[config.mk]
export PLATFORM = sky130hd
export DESIGN_NAME = datapath_gen_flat
export DESIGN_NICKNAME = d
export VERILOG_FILES = /design/src/rtl/datapath_gen_pkg.sv /design/src/rtl/datapath_gen_if.sv /design/src/rtl/datapath_gen_mem.sv /design/src/rtl/datapath_gen.sv /design/src/flat_wrapper.sv
export SDC_FILE = /design/constraint.sdc
export NUM_CORES = 1
export LEC_CHECK = 0
export BUFFER_PORTS_ARGS = -buffer_cell sky130_fd_sc_hd__buf_4
export CAP_MARGIN = 20
export CELL_PAD_IN_SITES_DETAIL_PLACEMENT = 0
export CELL_PAD_IN_SITES_GLOBAL_PLACEMENT = 1
export CORE_ASPECT_RATIO = 0.8
export CORE_MARGIN = 5
export CORE_UTILIZATION = 50
export CTS_CLUSTER_SIZE = 8
export DETAILED_ROUTE_END_ITERATION = 6
export GPL_ROUTABILITY_DRIVEN = 0
export PLACE_DENSITY = 0.95
export SETUP_SLACK_MARGIN = 0.05
export SYNTH_ARGS = -nofsm -noshare
export SYNTH_HDL_FRONTEND = slang
export SYNTH_SLANG_ARGS = --single-unit
[constraint.sdc]
create_clock -name Clk -period 13.4 [get_ports Clk]
set_input_delay 1.34 -clock Clk [delete_from_list [all_inputs] [get_ports Clk]]
set_output_delay 1.34 -clock Clk [all_outputs]
set_load 0.01 [all_outputs]
[src/rtl/datapath_gen_pkg.sv]
// Shared types, select encodings and helpers for the generalised LC-3 datapath.
package datapath_gen_pkg;

    localparam int SEXT_MAX_W = 64;

    // Bit positions inside the gate and ld control vectors.
    localparam int G_MARMUX = 0;
    localparam int G_PC     = 1;
    localparam int G_ALU    = 2;
    localparam int G_MDR    = 3;

    localparam int LD_REG_B = 0;
    localparam int LD_BEN_B = 1;
    localparam int LD_CC_B  = 2;
    localparam int LD_IR_B  = 3;
    localparam int LD_MAR_B = 4;
    localparam int LD_MDR_B = 5;
    localparam int LD_PC_B  = 6;
    localparam int LD_LED_B = 7;

    typedef enum logic [1:0] {ALU_ADD, ALU_AND, ALU_NOT, ALU_PASS} aluk_e;
    typedef enum logic [1:0] {PC_INC, PC_BUS, PC_ADDR, PC_HOLD} pcmux_e;
    typedef enum logic [1:0] {A2_ZERO, A2_OFF6, A2_OFF9, A2_OFF11} addr2mux_e;
    typedef enum logic [1:0] {DR_IR11, DR_R7, DR_R6, DR_RSV} drmux_e;
    typedef enum logic [1:0] {SR1_IR11, SR1_IR8, SR1_R6, SR1_RSV} sr1mux_e;
    typedef enum logic {IDLE = 1'b0, REQ = 1'b1} mem_state_e;

    // Sign-extends the low 'bits' bits of v; callers truncate to their width.
    function automatic logic [SEXT_MAX_W-1:0] sext(input logic [SEXT_MAX_W-1:0] v,
                                                   input logic [6:0] bits);
        logic [6:0] sh;
        sh = 7'(SEXT_MAX_W) - bits;
        return $signed(v << sh) >>> sh;
    endfunction

endpackage

[src/rtl/datapath_gen_if.sv]
// Memory request/acknowledge bus between the datapath and the SRAM wrapper.
interface datapath_gen_if #(parameter int WIDTH = 16);
    logic             mem_req;
    logic             mem_wr;
    logic [WIDTH-1:0] mem_addr;
    logic [WIDTH-1:0] mem_wdata;
    logic             mem_ack;
    logic [WIDTH-1:0] mem_rdata;

    modport master (output mem_req, mem_wr, mem_addr, mem_wdata,
                    input  mem_ack, mem_rdata);
    modport slave  (input  mem_req, mem_wr, mem_addr, mem_wdata,
                    output mem_ack, mem_rdata);
endinterface

[src/rtl/datapath_gen_mem.sv]
// Memory handshake FSM: holds req until ack, aborts with a sticky error after
// MEM_TIMEOUT unanswered request cycles.
module mem_handshake
    import datapath_gen_pkg::*;
#(
    parameter int MEM_TIMEOUT = 15
) (
    input  logic clk,
    input  logic rst_n,
    input  logic start_i,
    input  logic we_i,
    input  logic ack_i,
    output logic req_o,
    output logic wr_o,
    output logic busy_o,
    output logic done_o,
    output logic err_o,
    output logic rd_capture_o
);

    localparam int CNT_W = $clog2(MEM_TIMEOUT + 1);
    localparam logic [CNT_W-1:0] CNT_LAST = CNT_W'(MEM_TIMEOUT - 1);

    mem_state_e       state_q;
    logic             wr_q;
    logic             done_q;
    logic             err_q;
    logic [CNT_W-1:0] cnt_q;

    always_ff @(posedge clk or negedge rst_n) begin
        if (!rst_n) begin
            state_q <= IDLE;
            wr_q    <= 1'b0;
            done_q  <= 1'b0;
            err_q   <= 1'b0;
            cnt_q   <= '0;
        end else begin
            done_q <= 1'b0;
            case (state_q)
                IDLE: begin
                    if (start_i) begin
                        state_q <= REQ;
                        wr_q    <= we_i;
                        err_q   <= 1'b0;
                        cnt_q   <= '0;
                    end
                end
                REQ: begin
                    // An ack on the last allowed cycle still counts as success.
                    if (ack_i) begin
                        done_q  <= 1'b1;
                        state_q <= IDLE;
                    end else if (cnt_q == CNT_LAST) begin
                        err_q   <= 1'b1;
                        state_q <= IDLE;
                    end else begin
                        cnt_q <= cnt_q + 1'b1;
                    end
                end
            endcase
        end
    end

    assign req_o        = (state_q == REQ);
    assign busy_o       = (state_q == REQ);
    assign wr_o         = wr_q & (state_q == REQ);
    assign done_o       = done_q;
    assign err_o        = err_q;
    assign rd_capture_o = (state_q == REQ) & ack_i & ~wr_q;

endmodule

[src/rtl/datapath_gen.sv]
// Generalised LC-3 datapath: gated shared bus, 8-entry register file, ALU,
// PC/IR/MAR/MDR, NZP/BEN, LED register and a handshaked memory port.
module datapath_gen
    import datapath_gen_pkg::*;
#(
    parameter int WIDTH       = 16,
    parameter int MEM_TIMEOUT = 15,
    parameter int LED_W       = 12
) (
    input  logic              Clk,
    input  logic              Reset,
    input  logic [3:0]        gate,
    input  logic [7:0]        ld,
    input  logic [1:0]        PCMUX,
    input  logic [1:0]        DRMUX,
    input  logic [1:0]        SR1MUX,
    input  logic [1:0]        ADDR2MUX,
    input  logic [1:0]        ALUK,
    input  logic              ADDR1MUX,
    input  logic              SR2MUX,
    input  logic              mem_start,
    input  logic              mem_we,
    datapath_gen_if.master    mem,
    output logic              mem_busy,
    output logic              mem_done,
    output logic              mem_err,
    output logic              bus_conflict,
    output logic [WIDTH-1:0]  IR_out,
    output logic [WIDTH-1:0]  PC_out,
    output logic [WIDTH-1:0]  MAR_out,
    output logic [WIDTH-1:0]  MDR_out,
    output logic              BEN,
    output logic [LED_W-1:0]  LED
);

    logic [WIDTH-1:0] pc_q, ir_q, mar_q, mdr_q;
    logic [WIDTH-1:0] regfile_q [8];
    logic [2:0]       nzp_q;
    logic             ben_q;
    logic [LED_W-1:0] led_q;

    logic [WIDTH-1:0] pc_d;
    logic [WIDTH-1:0] bus, alu, alu_b, addr1, addr2, addr_sum, sr1_val, sr2_val;
    logic [WIDTH-1:0] imm5, off6, off9, off11;
    logic [2:0]       dr_sel, sr1_sel;
    logic             rd_capture;

    assign imm5  = WIDTH'(sext(SEXT_MAX_W'(ir_q[4:0]),  7'd5));
    assign off6  = WIDTH'(sext(SEXT_MAX_W'(ir_q[5:0]),  7'd6));
    assign off9  = WIDTH'(sext(SEXT_MAX_W'(ir_q[8:0]),  7'd9));
    assign off11 = WIDTH'(sext(SEXT_MAX_W'(ir_q[10:0]), 7'd11));

    always_comb begin
        dr_sel = ir_q[11:9];
        case (drmux_e'(DRMUX))
            DR_R7:   dr_sel = 3'd7;
            DR_R6:   dr_sel = 3'd6;
            default: dr_sel = ir_q[11:9];
        endcase
        sr1_sel = ir_q[11:9];
        case (sr1mux_e'(SR1MUX))
            SR1_IR8: sr1_sel = ir_q[8:6];
            SR1_R6:  sr1_sel = 3'd6;
            default: sr1_sel = ir_q[11:9];
        endcase
    end

    assign sr1_val = regfile_q[sr1_sel];
    assign sr2_val = regfile_q[ir_q[2:0]];
    assign alu_b   = SR2MUX ? imm5 : sr2_val;
    assign addr1   = ADDR1MUX ? sr1_val : pc_q;

    always_comb begin
        alu = sr1_val;
        case (aluk_e'(ALUK))
            ALU_ADD:  alu = sr1_val + alu_b;
            ALU_AND:  alu = sr1_val & alu_b;
            ALU_NOT:  alu = ~sr1_val;
            ALU_PASS: alu = sr1_val;
        endcase
        addr2 = '0;
        case (addr2mux_e'(ADDR2MUX))
            A2_ZERO:  addr2 = '0;
            A2_OFF6:  addr2 = off6;
            A2_OFF9:  addr2 = off9;
            A2_OFF11: addr2 = off11;
        endcase
    end

    assign addr_sum     = addr1 + addr2;
    assign bus_conflict = ($countones(gate) > 1);

    // Zero or several drivers both leave the bus at 0.
    always_comb begin
        bus = '0;
        if ($countones(gate) == 1) begin
            if (gate[G_MDR])      bus = mdr_q;
            else if (gate[G_ALU]) bus = alu;
            else if (gate[G_PC])  bus = pc_q;
            else                  bus = addr_sum;
        end
    end

    always_comb begin
        pc_d = pc_q;
        case (pcmux_e'(PCMUX))
            PC_INC:  pc_d = pc_q + 1'b1;
            PC_BUS:  pc_d = bus;
            PC_ADDR: pc_d = addr_sum;
            PC_HOLD: pc_d = pc_q;
        endcase
    end

    always_ff @(posedge Clk or negedge Reset) begin
        if (!Reset) begin
            pc_q  <= '0;
            ir_q  <= '0;
            mar_q <= '0;
            mdr_q <= '0;
            nzp_q <= 3'b010;
            ben_q <= 1'b0;
            led_q <= '0;
            for (int i = 0; i < 8; i++) regfile_q[i] <= '0;
        end else begin
            if (ld[LD_REG_B]) regfile_q[dr_sel] <= bus;
            if (ld[LD_PC_B])  pc_q  <= pc_d;
            if (ld[LD_IR_B])  ir_q  <= bus;
            if (ld[LD_MAR_B]) mar_q <= bus;
            // A read completing this cycle takes priority over a bus load.
            if (rd_capture)          mdr_q <= mem.mem_rdata;
            else if (ld[LD_MDR_B])   mdr_q <= bus;
            if (ld[LD_CC_B])
                nzp_q <= {bus[WIDTH-1], bus == '0, ~bus[WIDTH-1] & (bus != '0)};
            if (ld[LD_BEN_B]) ben_q <= |(ir_q[11:9] & nzp_q);
            if (ld[LD_LED_B]) led_q <= ir_q[LED_W-1:0];
        end
    end

    mem_handshake #(.MEM_TIMEOUT(MEM_TIMEOUT)) u_mem (
        .clk          (Clk),
        .rst_n        (Reset),
        .start_i      (mem_start),
        .we_i         (mem_we),
        .ack_i        (mem.mem_ack),
        .req_o        (mem.mem_req),
        .wr_o         (mem.mem_wr),
        .busy_o       (mem_busy),
        .done_o       (mem_done),
        .err_o        (mem_err),
        .rd_capture_o (rd_capture)
    );

    assign mem.mem_addr  = mar_q;
    assign mem.mem_wdata = mdr_q;
    assign IR_out        = ir_q;
    assign PC_out        = pc_q;
    assign MAR_out       = mar_q;
    assign MDR_out       = mdr_q;
    assign BEN           = ben_q;
    assign LED           = led_q;

endmodule
[src/flat_wrapper.sv]
// flat-port wrapper written by rule: the top's interface ports become plain ports
module datapath_gen_flat import datapath_gen_pkg::*;
#(
    parameter int WIDTH       = 16,
    parameter int MEM_TIMEOUT = 15,
    parameter int LED_W       = 12
)
  (Clk, Reset, gate, ld, PCMUX, DRMUX, SR1MUX, ADDR2MUX, ALUK, ADDR1MUX, SR2MUX, mem_start, mem_we, mem_busy, mem_done, mem_err, bus_conflict, IR_out, PC_out, MAR_out, MDR_out, BEN, LED, mem_mem_req, mem_mem_wr, mem_mem_addr, mem_mem_wdata, mem_mem_ack, mem_mem_rdata);
  datapath_gen_if #(.WIDTH(WIDTH)) mem_i ();
  input  logic Clk;
  input  logic Reset;
  input  logic [3:0] gate;
  input  logic [7:0] ld;
  input  logic [1:0] PCMUX;
  input  logic [1:0] DRMUX;
  input  logic [1:0] SR1MUX;
  input  logic [1:0] ADDR2MUX;
  input  logic [1:0] ALUK;
  input  logic ADDR1MUX;
  input  logic SR2MUX;
  input  logic mem_start;
  input  logic mem_we;
  output logic mem_busy;
  output logic mem_done;
  output logic mem_err;
  output logic bus_conflict;
  output logic [WIDTH-1:0] IR_out;
  output logic [WIDTH-1:0] PC_out;
  output logic [WIDTH-1:0] MAR_out;
  output logic [WIDTH-1:0] MDR_out;
  output logic BEN;
  output logic [LED_W-1:0] LED;
  output wire logic [$bits(mem_i.mem_req)-1:0] mem_mem_req;
  output wire logic [$bits(mem_i.mem_wr)-1:0] mem_mem_wr;
  output wire logic [$bits(mem_i.mem_addr)-1:0] mem_mem_addr;
  output wire logic [$bits(mem_i.mem_wdata)-1:0] mem_mem_wdata;
  input wire logic [$bits(mem_i.mem_ack)-1:0] mem_mem_ack;
  input wire logic [$bits(mem_i.mem_rdata)-1:0] mem_mem_rdata;
  assign mem_mem_req = mem_i.mem_req;
  assign mem_mem_wr = mem_i.mem_wr;
  assign mem_mem_addr = mem_i.mem_addr;
  assign mem_mem_wdata = mem_i.mem_wdata;
  assign mem_i.mem_ack = mem_mem_ack;
  assign mem_i.mem_rdata = mem_mem_rdata;
  datapath_gen #(.WIDTH(WIDTH), .MEM_TIMEOUT(MEM_TIMEOUT), .LED_W(LED_W)) u_core (.Clk(Clk), .Reset(Reset), .gate(gate), .ld(ld), .PCMUX(PCMUX), .DRMUX(DRMUX), .SR1MUX(SR1MUX), .ADDR2MUX(ADDR2MUX), .ALUK(ALUK), .ADDR1MUX(ADDR1MUX), .SR2MUX(SR2MUX), .mem_start(mem_start), .mem_we(mem_we), .mem(mem_i), .mem_busy(mem_busy), .mem_done(mem_done), .mem_err(mem_err), .bus_conflict(bus_conflict), .IR_out(IR_out), .PC_out(PC_out), .MAR_out(MAR_out), .MDR_out(MDR_out), .BEN(BEN), .LED(LED));
endmodule
==> summary.txt, run 1 <==
Outcome
  – Status: complete, but fails checks
  – Violated checks: design-rule violations

Clock network
  – Total CTS buffers: 31
  – CTS root buffer: clkbuf_16
  – Post-CTS Setup Bufs: 0
  – CTS clock-pin slew for the worst setup and hold paths: 60 ps
  – Num Clock Sinks: 216
  – CTS Hold Bufs: 0
  – Worst skew pair latency: roughly 580 ps
  – H-tree depth: 1
  – Resized cells post-CTS: 0
  – Longest Clk Path Bufs: 3
  – CTS tree: built

Cells and area
  – Area added between synthesis and finish: 14.2%
  – Final net count: 1679
  – Layout fillers: about 2400
  – Finished Cell Area: 16400 sq um
  – Ant diodes: 0
  – Share of layout cells above drive strength 1: 24.6%

Logic synthesis
  – Multiplexer area fraction after synthesis: 19.0%
  – Fraction of registers with async set or reset after synthesis: 100%
  – Number of synthesized flops with an enable pin: 0
  – Mapped Nets: 1597
  – Yosys warnings: 0
  – Ys flop type: dfrtp_1
  – Synthesized flop and latch total: 216
  – Largest family of logic cells by synthesized area: multiplexers
  – Distinct cells, synth: 91
  – Synthesized instance count: 1506
  – Compound-Gate Fraction of Synth Area: 17.4%
  – Cell Area, Synth: 14300 sq um
  – Mean area per synthesized cell: 9.53 sq um
  – Post-Synth XOR/XNOR Area: 1.65%
  – Synth Area in Adders: 4.17%
  – Simple-gate share of the synthesized area: around 14%
  – Proportion of synthesized chip area in sequential cells: 37.7%

Setup path
  – Critical path class: in2reg
  – Slowest CP cell: a31oi_1
  – Worst EP arrival: 7250 ps
  – Cell family with most CP delay: compound AO/OA/AOI/OAI gates
  – Worst Setup End Kind: flop
  – Critical path depth: 20
  – Critical R2R Capture: u_core.nzp_q[0]
  – Reg-to-reg startpoint: u_core.IR_out[9]
  – Worst Setup EP: u_core.nzp_q[0]
  – CP Max Fanout: 40
  – R2r worst-path depth: 17
  – Crit path buf inv count: 3
  – Crit start category: input pin
  – Worst stage delay on the critical path: roughly 620 ps
  – Required @ worst endpoint: 13860 ps
  – Flop2flop setup slack: 7110 ps
  – Crit path from: SR1MUX[0]
  – Critical path, cell by cell: buf_4 > inv_1 > ha_1 > nand2_2 > nand2_4 > mux4_2 > mux2i_1 > a21oi_1 > ha_1 > a21oi_1 > nor2_1 > or3_1 > a211oi_2 > xor2_1 > o22ai_1 > a31oi_1 > buf_4 > nor4bb_1 > nand4b_1 > a31o_1

Timing
  – Final hold violations: 0
  – Slew HR: between 20% and 30%
  – FMAX: about 150 MHz
  – Least-Margin Pin Slew: between 1000 and 1500 ps
  – Final Skew: a little over 20 ps
  – Slew Viols, Final: 0
  – Final min period: just under 7000 ps
  – Tcrit/Tclk final: 50.7%
  – Setup TNS: 0 ps
  – RSZ-0062 raised after global routing: no
  – Endpoints failing setup: 0

GRT
  – GRT Util Overall: a little under 30%
  – Grt total ovfl: 0
  – Met1 usage: roughly 44%
  – First-pass GRT wire length: 74600 um
  – Met2 Resource Use GR: around 42%
  – Largest net degree at the start of global routing: 86
  – Initial antenna violation count: 1
  – Vias in the first global route: between 10000 and 15000
  – GR Util met3: 9.28%
  – Top Usage Layer GRT: met1

Routing
  – Post-DRT Antenna Nets: 0
  – Vias: around 13000
  – Drt drc: 1
  – Via/cell ratio: 6.56
  – Drt first-iter violations: 1601
  – Post-Route WL: slightly below 50000 um
  – DR WL/cell: 24.8 um
  – 1st-pass router iterations: 7

Floorplan
  – I/O pin count: 160
  – Core box area: ~28000 sq um
  – Die H: approximately 160 um
  – Die ar.: 32200 sq um
  – Cell Rows: 55
  – Die width: 199 um
  – Starting density of the core: 50.7%

Power and ir drop
  – Sw power: 1070 uW
  – Power Density: 170 nW/um^2
  – Logic pwr share: between 30% and 40%
  – Maximum vdd drop: 0.118 mV
  – Sequential fraction of design power: around a third
  – Pint: 1710 uW
  – Clock share of power: 25.9%
  – Leakage: 0.00741 uW
  – Sw Share: 38.4%
  – Total Power: 2780 uW

Hold path
  – Hold Path Depth: 1
  – Worst Hold Class: reg2reg

Job
  – Max-Cap Viols: 0

Placed design
  – Port Buf Inserts: about 160
  – DP HPWL: 33900 um
  – Placed Instance Area: 15500 sq um
-- cells in the mapped netlist, drive strengths merged (4+ instances only) --
cell | count | area share, %
o221a | 4 | 0.31
ha | 43 | 3.8
buf | 56 | 2.8
a2111oi | 4 | 0.24
nor2b | 18 | 0.79
nand4 | 8 | 0.35
nor4 | 4 | 0.22
nand2b | 10 | 0.44
mux4 | 44 | 6.9
and2 | 8 | 0.37
a41oi | 4 | 0.24
o21a | 9 | 0.47
o22ai | 11 | 0.48
nand3 | 30 | 1.0
a221oi | 8 | 0.53
a211o | 5 | 0.31
a211oi | 21 | 1.2
dfrtp | 215 | 38
nand2 | 177 | 4.7
nor2 | 118 | 3.1
or3 | 6 | 0.26
xnor2 | 14 | 0.85
a21oi | 123 | 4.3
xor2 | 13 | 0.79
o22a | 4 | 0.24
inv | 45 | 1.2
mux2i | 52 | 3.6
o31ai | 14 | 0.77
and3 | 20 | 0.91
mux2 | 108 | 8.5
clkbuf | 77 | 2.0
a21o | 6 | 0.31
o221ai | 5 | 0.31
o21ai | 111 | 3.9
or2 | 4 | 0.17
a31oi | 16 | 0.70
nor3 | 17 | 0.59
o211ai | 10 | 0.52
-- logic make-up after synthesis --
| group | count (synthesis) |
|---|---|
| buf+inv | 179 |
| mux | 204 |
| xor+xnor | 27 |
| flops | 216 |
| fa+ha+maj | 46 |
| compound gates | 396 |
| simple gates | 438 |
-- layout make-up --
type | count | area (sq um) | share of cell area [%]
tap | 370 | 463 | 2.83
clock inverter | 2 | 50.0 | 0.305
clock buffer | 35 | 801 | 4.89
timing repair buffer | 182 | 1400 | 8.53
inverter | 46 | 173 | 1.05
sequential | 216 | 5410 | 33.0
multi-input combinational | 1111 | 8090 | 49.4
-- metrics by stage --
stage / std cells / setup WS, ps / hold WS, ps / utilization (%)
after global placement: 1923 / 6370 / 473 / 54.8
after CTS: 1960 / 6720 / 487 / 57.8
after global routing: 1962 / 6220 / 511 / 57.9
final: 1962 / 6610 / 491 / 57.9
after detailed placement: 1923 / 6160 / 479 / 54.8
after floorplan: 1506 / 7500 / 458 / -
-- worst min path at each step --
stage	startpoint	to	slack [ps]
finish	u_core.nzp_q[1]	u_core.nzp_q[1]	490
global route	u_core.nzp_q[1]	u_core.nzp_q[1]	510
CTS	u_core.nzp_q[1]	u_core.nzp_q[1]	490
global placement	u_core.nzp_q[2]	u_core.nzp_q[2]	470
floorplan	u_core.regfile_q[21]	u_core.regfile_q[21]	460
detailed placement	u_core.nzp_q[2]	u_core.nzp_q[2]	480
-- placed cells by master (no fill, tap or decap), types with 8 or more instances in the layout --
cell type,n
nand2b_1,10
nor2b_1,16
a21oi_1,123
a211oi_1,19
o31ai_1,13
and3_1,19
nand3_1,30
mux4_2,44
clkbuf_16,31
xnor2_1,14
xor2_1,13
mux2_2,105
nand2_1,175
inv_1,45
o21ai_0,103
nand4_1,8
dfrtp_1,214
a31oi_1,16
o22ai_1,11
nor2_1,118
mux2i_1,52
o21a_1,9
o211ai_1,10
nor3_1,16
ha_1,43
buf_4,179
-- power groups by stage --
stage          sequential [uW]  combinational [uW]  clock [uW]
2_1_floorplan              917                 742           0
3_3_place_gp               958                1040           0
3_5_place_dp               965                1070           0
4_1_cts                    958                1070         725
5_1_grt                    980                1180         754
6_report                   966                1090         719
-- worst reg2reg max path, cell delays in order (launching register included) --
cell      delay (ps)
dfrtp_1          750
nand2_2          280
nand2_4          560
mux4_2           600
mux2i_1          460
a21oi_1          180
ha_1             310
a21oi_1          200
nor2_1            90
or3_1            390
a211oi_2         400
xor2_1           180
o22ai_1          110
a31oi_1          620
buf_4            320
nor4bb_1         330
nand4b_1         170
a31o_1           240
-- sequential cells by signal (all words and copies together) (netlist names) --
| name | count |
|---|---|
| u_core.MAR_out | 16 |
| u_core.u_mem.cnt_q | 4 |
| u_core.IR_out | 16 |
| u_core.u_mem.done_o | 1 |
| u_core.PC_out | 16 |
| u_core.LED | 12 |
| u_core.u_mem.wr_q | 1 |
| u_core.nzp_q | 3 |
| u_core.u_mem.err_o | 1 |
| u_core.BEN | 1 |
| u_core.regfile_q | 128 |
| u_core.MDR_out | 16 |
| u_core.u_mem.busy_o | 1 |
-- metal layers --
| layer | routed length [um] | part of all wire (%) |
|---|---|---|
| met1 | 20200 | 42 |
| met2 | 20700 | 43 |
| met3 | 6250 | 13 |
| met4 | 1530 | 3.1 |
| met5 | 0 | 0 |
No activity file was read; power rests on OpenSTA's default activity.
==> run 2: changes to the inputs <==
--- a/config.mk
+++ b/config.mk
@@ -11,11 +11,11 @@
 export CELL_PAD_IN_SITES_GLOBAL_PLACEMENT = 1
 export CORE_ASPECT_RATIO = 0.8
 export CORE_MARGIN = 5
-export CORE_UTILIZATION = 50
+export CORE_UTILIZATION = 42
 export CTS_CLUSTER_SIZE = 8
 export DETAILED_ROUTE_END_ITERATION = 6
 export GPL_ROUTABILITY_DRIVEN = 0
-export PLACE_DENSITY = 0.95
+export PLACE_DENSITY = 0.87
 export SETUP_SLACK_MARGIN = 0.05
 export SYNTH_ARGS = -nofsm -noshare
 export SYNTH_HDL_FRONTEND = slang
==> constraint.sdc (replaced) <==
create_clock -name Clk -period 5.5 [get_ports Clk]
set_input_delay 0.55 -clock Clk [delete_from_list [all_inputs] [get_ports Clk]]
set_output_delay 0.55 -clock Clk [all_outputs]
set_load 0.01 [all_outputs]
==> run 2 against run 1 <==
Against the previous run:
- the flow finishes with violations (negative hold slack)
- cell area rose by 2.2%
- worst hold slack got worse by 510 ps
- clock skew barely moved
- setup slack got worse by 6300 ps
- die area rose by 18%
- count of clock-buffer cells in the layout rose by 10
- combinational power rose to 2.5 times the previous value
- non-clock buffer count rose by 36
- total power rose by 150%
- critical path depth fell by 1
- final cell count rose by 5.6%
- register-to-register slack got worse by 6800 ps
- highest routed layer unchanged
==> summary.txt, run 2 (synthesis gave the netlist of run 1 again) <==
Floorplan
  – Cell Rows: 60 (was 55)
  – Die width: 217 um (was 199 um)
  – Die H: 175 um (was 162 um)
  – I/O pin count: 160 (unchanged)
  – Die ar.: 38000 sq um (was 32200 sq um)
  – Core box area: 33700 sq um (was 28300 sq um)
  – Starting density of the core: 42.6% (was 50.7%)

Power and ir drop
  – Maximum vdd drop: 0.225 mV (was 0.118 mV)
  – Leakage: 0.00757 uW (was 0.00741 uW)
  – Power Density: 408 nW/um^2 (was 170 nW/um^2)

Routing
  – Post-Route WL: 50700 um (was 48700 um)
  – 1st-pass router iterations: 6 (was 7)
  – DR WL/cell: 24.5 um (was 24.8 um)
  – Drt first-iter violations: 1660 (was 1601)
  – Vias: 13000 (was 12900)
  – Post-DRT Antenna Nets: 0 (unchanged)
  – Drt drc: 0 (was 1)
  – Via/cell ratio: 6.29 (was 6.56)

Setup path
  – CP Max Fanout: 20 (was 40)
  – Worst Setup End Kind: flop (unchanged)
  – Critical path class: reg2reg (was in2reg)
  – Crit path from: u_core.IR_out[7] (was SR1MUX[0])
  – Flop2flop setup slack: 350 ps (was 7110 ps)
  – Worst EP arrival: 5620 ps (was 7250 ps)
  – Required @ worst endpoint: 5970 ps (was 13860 ps)
  – Reg-to-reg startpoint: u_core.IR_out[7] (was u_core.IR_out[9])
  – R2r worst-path depth: 19 (was 17)
  – Crit start category: flop (was input pin)
  – Critical R2R Capture: u_core.nzp_q[0] (unchanged)

Timing
  – Final hold violations: 2 (was 0)
  – Least-Margin Pin Slew: 1060 ps (was 1040 ps)
  – Final Skew: 20.4 ps (was 20.8 ps)
  – RSZ-0062 raised after global routing: no (unchanged)
  – Slew HR: 27.5% (was 28.8%)
  – Slew Viols, Final: 0 (unchanged)
  – Tcrit/Tclk final: 93.7%
  – Endpoints failing setup: 0 (unchanged)
  – Final min period: roughly 5200 ps
  – FMAX: 194 MHz
  – Hold_ws: -16.2 ps (was 491 ps)

GRT
  – GRT Util Overall: 25.9% (was 29.7%)
  – Vias in the first global route: 12900 (was 12600)
  – Grt total ovfl: 0 (unchanged)
  – Largest net degree at the start of global routing: 117 (was 86)
  – Initial antenna violation count: 0 (was 1)
  – First-pass GRT wire length: 77100 um (was 74600 um)

Cells and area
  – Layout fillers: 3096 (was 2386)
  – Share of layout cells above drive strength 1: 26.0% (was 24.6%)
  – Most common cell after layout, fill and taps aside: dfrtp_1 (unchanged)
  – Largest register by flop count: u_core.regfile_q (unchanged)
  – Area added between synthesis and finish: 16.8% (was 14.2%)
  – Number of flip-flops in the largest register: 128 (unchanged)
  – Multi-input gate area: 8100 sq um (was 8090 sq um)
  – Commonest non-fill, non-tap cells in the layout: dfrtp_1 (214), buf_4 (213), nand2_1 (175) (was dfrtp_1 (214), buf_4 (179), nand2_1 (175))
  – Reg area: 5410 sq um (unchanged)
  – Ant diodes: 0 (unchanged)
  – Final net count: 1714 (was 1679)
  – Finished Cell Area: 16700 sq um (was 16400 sq um)
  – Final core utilization: 49.7% (was 57.9%)

Job
  – Max-Cap Viols: 0 (unchanged)

Placed design
  – Port Buf Inserts: 159 (unchanged)
  – Placed Instance Area: 15900 sq um (was 15500 sq um)
  – DP HPWL: 36100 um (was 33900 um)

Outcome
  – Status: complete, but fails checks (unchanged)
  – Violated checks: negative hold slack (was design-rule violations)

Clock network
  – Post-CTS Setup Bufs: 0 (unchanged)
  – H-tree depth: 1 (unchanged)
  – Total CTS buffers: 30 (was 31)
  – CTS Hold Bufs: 0 (unchanged)
  – CTS root buffer: clkbuf_16 (unchanged)
  – Longest Clk Path Bufs: 3 (unchanged)
  – Worst skew pair latency: 580 ps (about the same)
  – CTS tree: built (unchanged)
  – CTS clock-pin slew for the worst setup and hold paths: 60 ps (about the same)
  – Num Clock Sinks: 216 (unchanged)

Hold path
  – Worst Hold Class: in2async (was reg2reg)
[run 2: cell count changes in the layout (fill, tap and decap cells not counted), sizes merged]
cell | before | now
buf | 182 | 218
clkbuf | 35 | 45
bufinv | 1 | 0
clkinv | 1 | 2
inv | 46 | 45
[run 2: how the worst max path moves through the flow]
stage | end | slack (ps)
2_1_floorplan | u_core.nzp_q[2] | 390
3_3_place_gp | u_core.nzp_q[0] | -20
3_5_place_dp | u_core.nzp_q[0] | -40
4_1_cts | u_core.nzp_q[0] | 510
5_1_grt | u_core.nzp_q[0] | 140
6_report | u_core.nzp_q[0] | 350
[run 2: report_power, final]
group	internal, uW	switching, uW
logic	1240	1510
registers	1940	424
clock network	996	713
[run 2: area by class of cell]
class / count / area share [%]
repair buffers: 218 / 10.1
well taps: 434 / 3.24
clock buffers: 45 / 4.82
flip-flops and latches: 216 / 32.3
multi-input cells: 1111 / 48.4
clock inverters: 1 / 0.179
inverters: 46 / 1.03
[run 2: routing by layer]
metal	global-route usage, %	routed length [um]	vias up
li1	-	-	5712
met1	37.8	21700	6419
met2	37.2	21500	784
met3	8.03	6020	103
met4	7.36	1440	0
met5	0	0	-
[run 2: through the flow]
step	setup TNS [ps]	setup slack [ps]	instances	total power, uW
detailed placement	-80.7	-39.4	2024	5070
floorplan	0	390	1506	4040
finish	0	348	2071	6830
CTS	0	513	2070	6790
global placement	-20.4	-20.4	2024	4990
global route	0	135	2071	7190
[run 2: worst max-delay path, cell delays in order, from the launching register on]
cell      delay, ps
dfrtp_1         550
a211o_1         250
and2_4          380
nor2_1          100
a32o_1          300
nor2_1          170
mux2_2          180
ha_1            160
inv_1            60
fa_1            410
xnor2_1         170
mux2i_1         230
o22ai_1         110
a311oi_1        300
nor2_1           70
or3b_1          410
or3_1           450
nor4_2          180
nand4b_1        280
a31o_1          290
[run 2: timing repair]
| action | in CTS | in global routing |
|---|---|---|
| gates resized for setup | 0 | 1 |
| setup endpoints to repair | 0 | 1 |
| hold endpoints to repair | 0 | 0 |
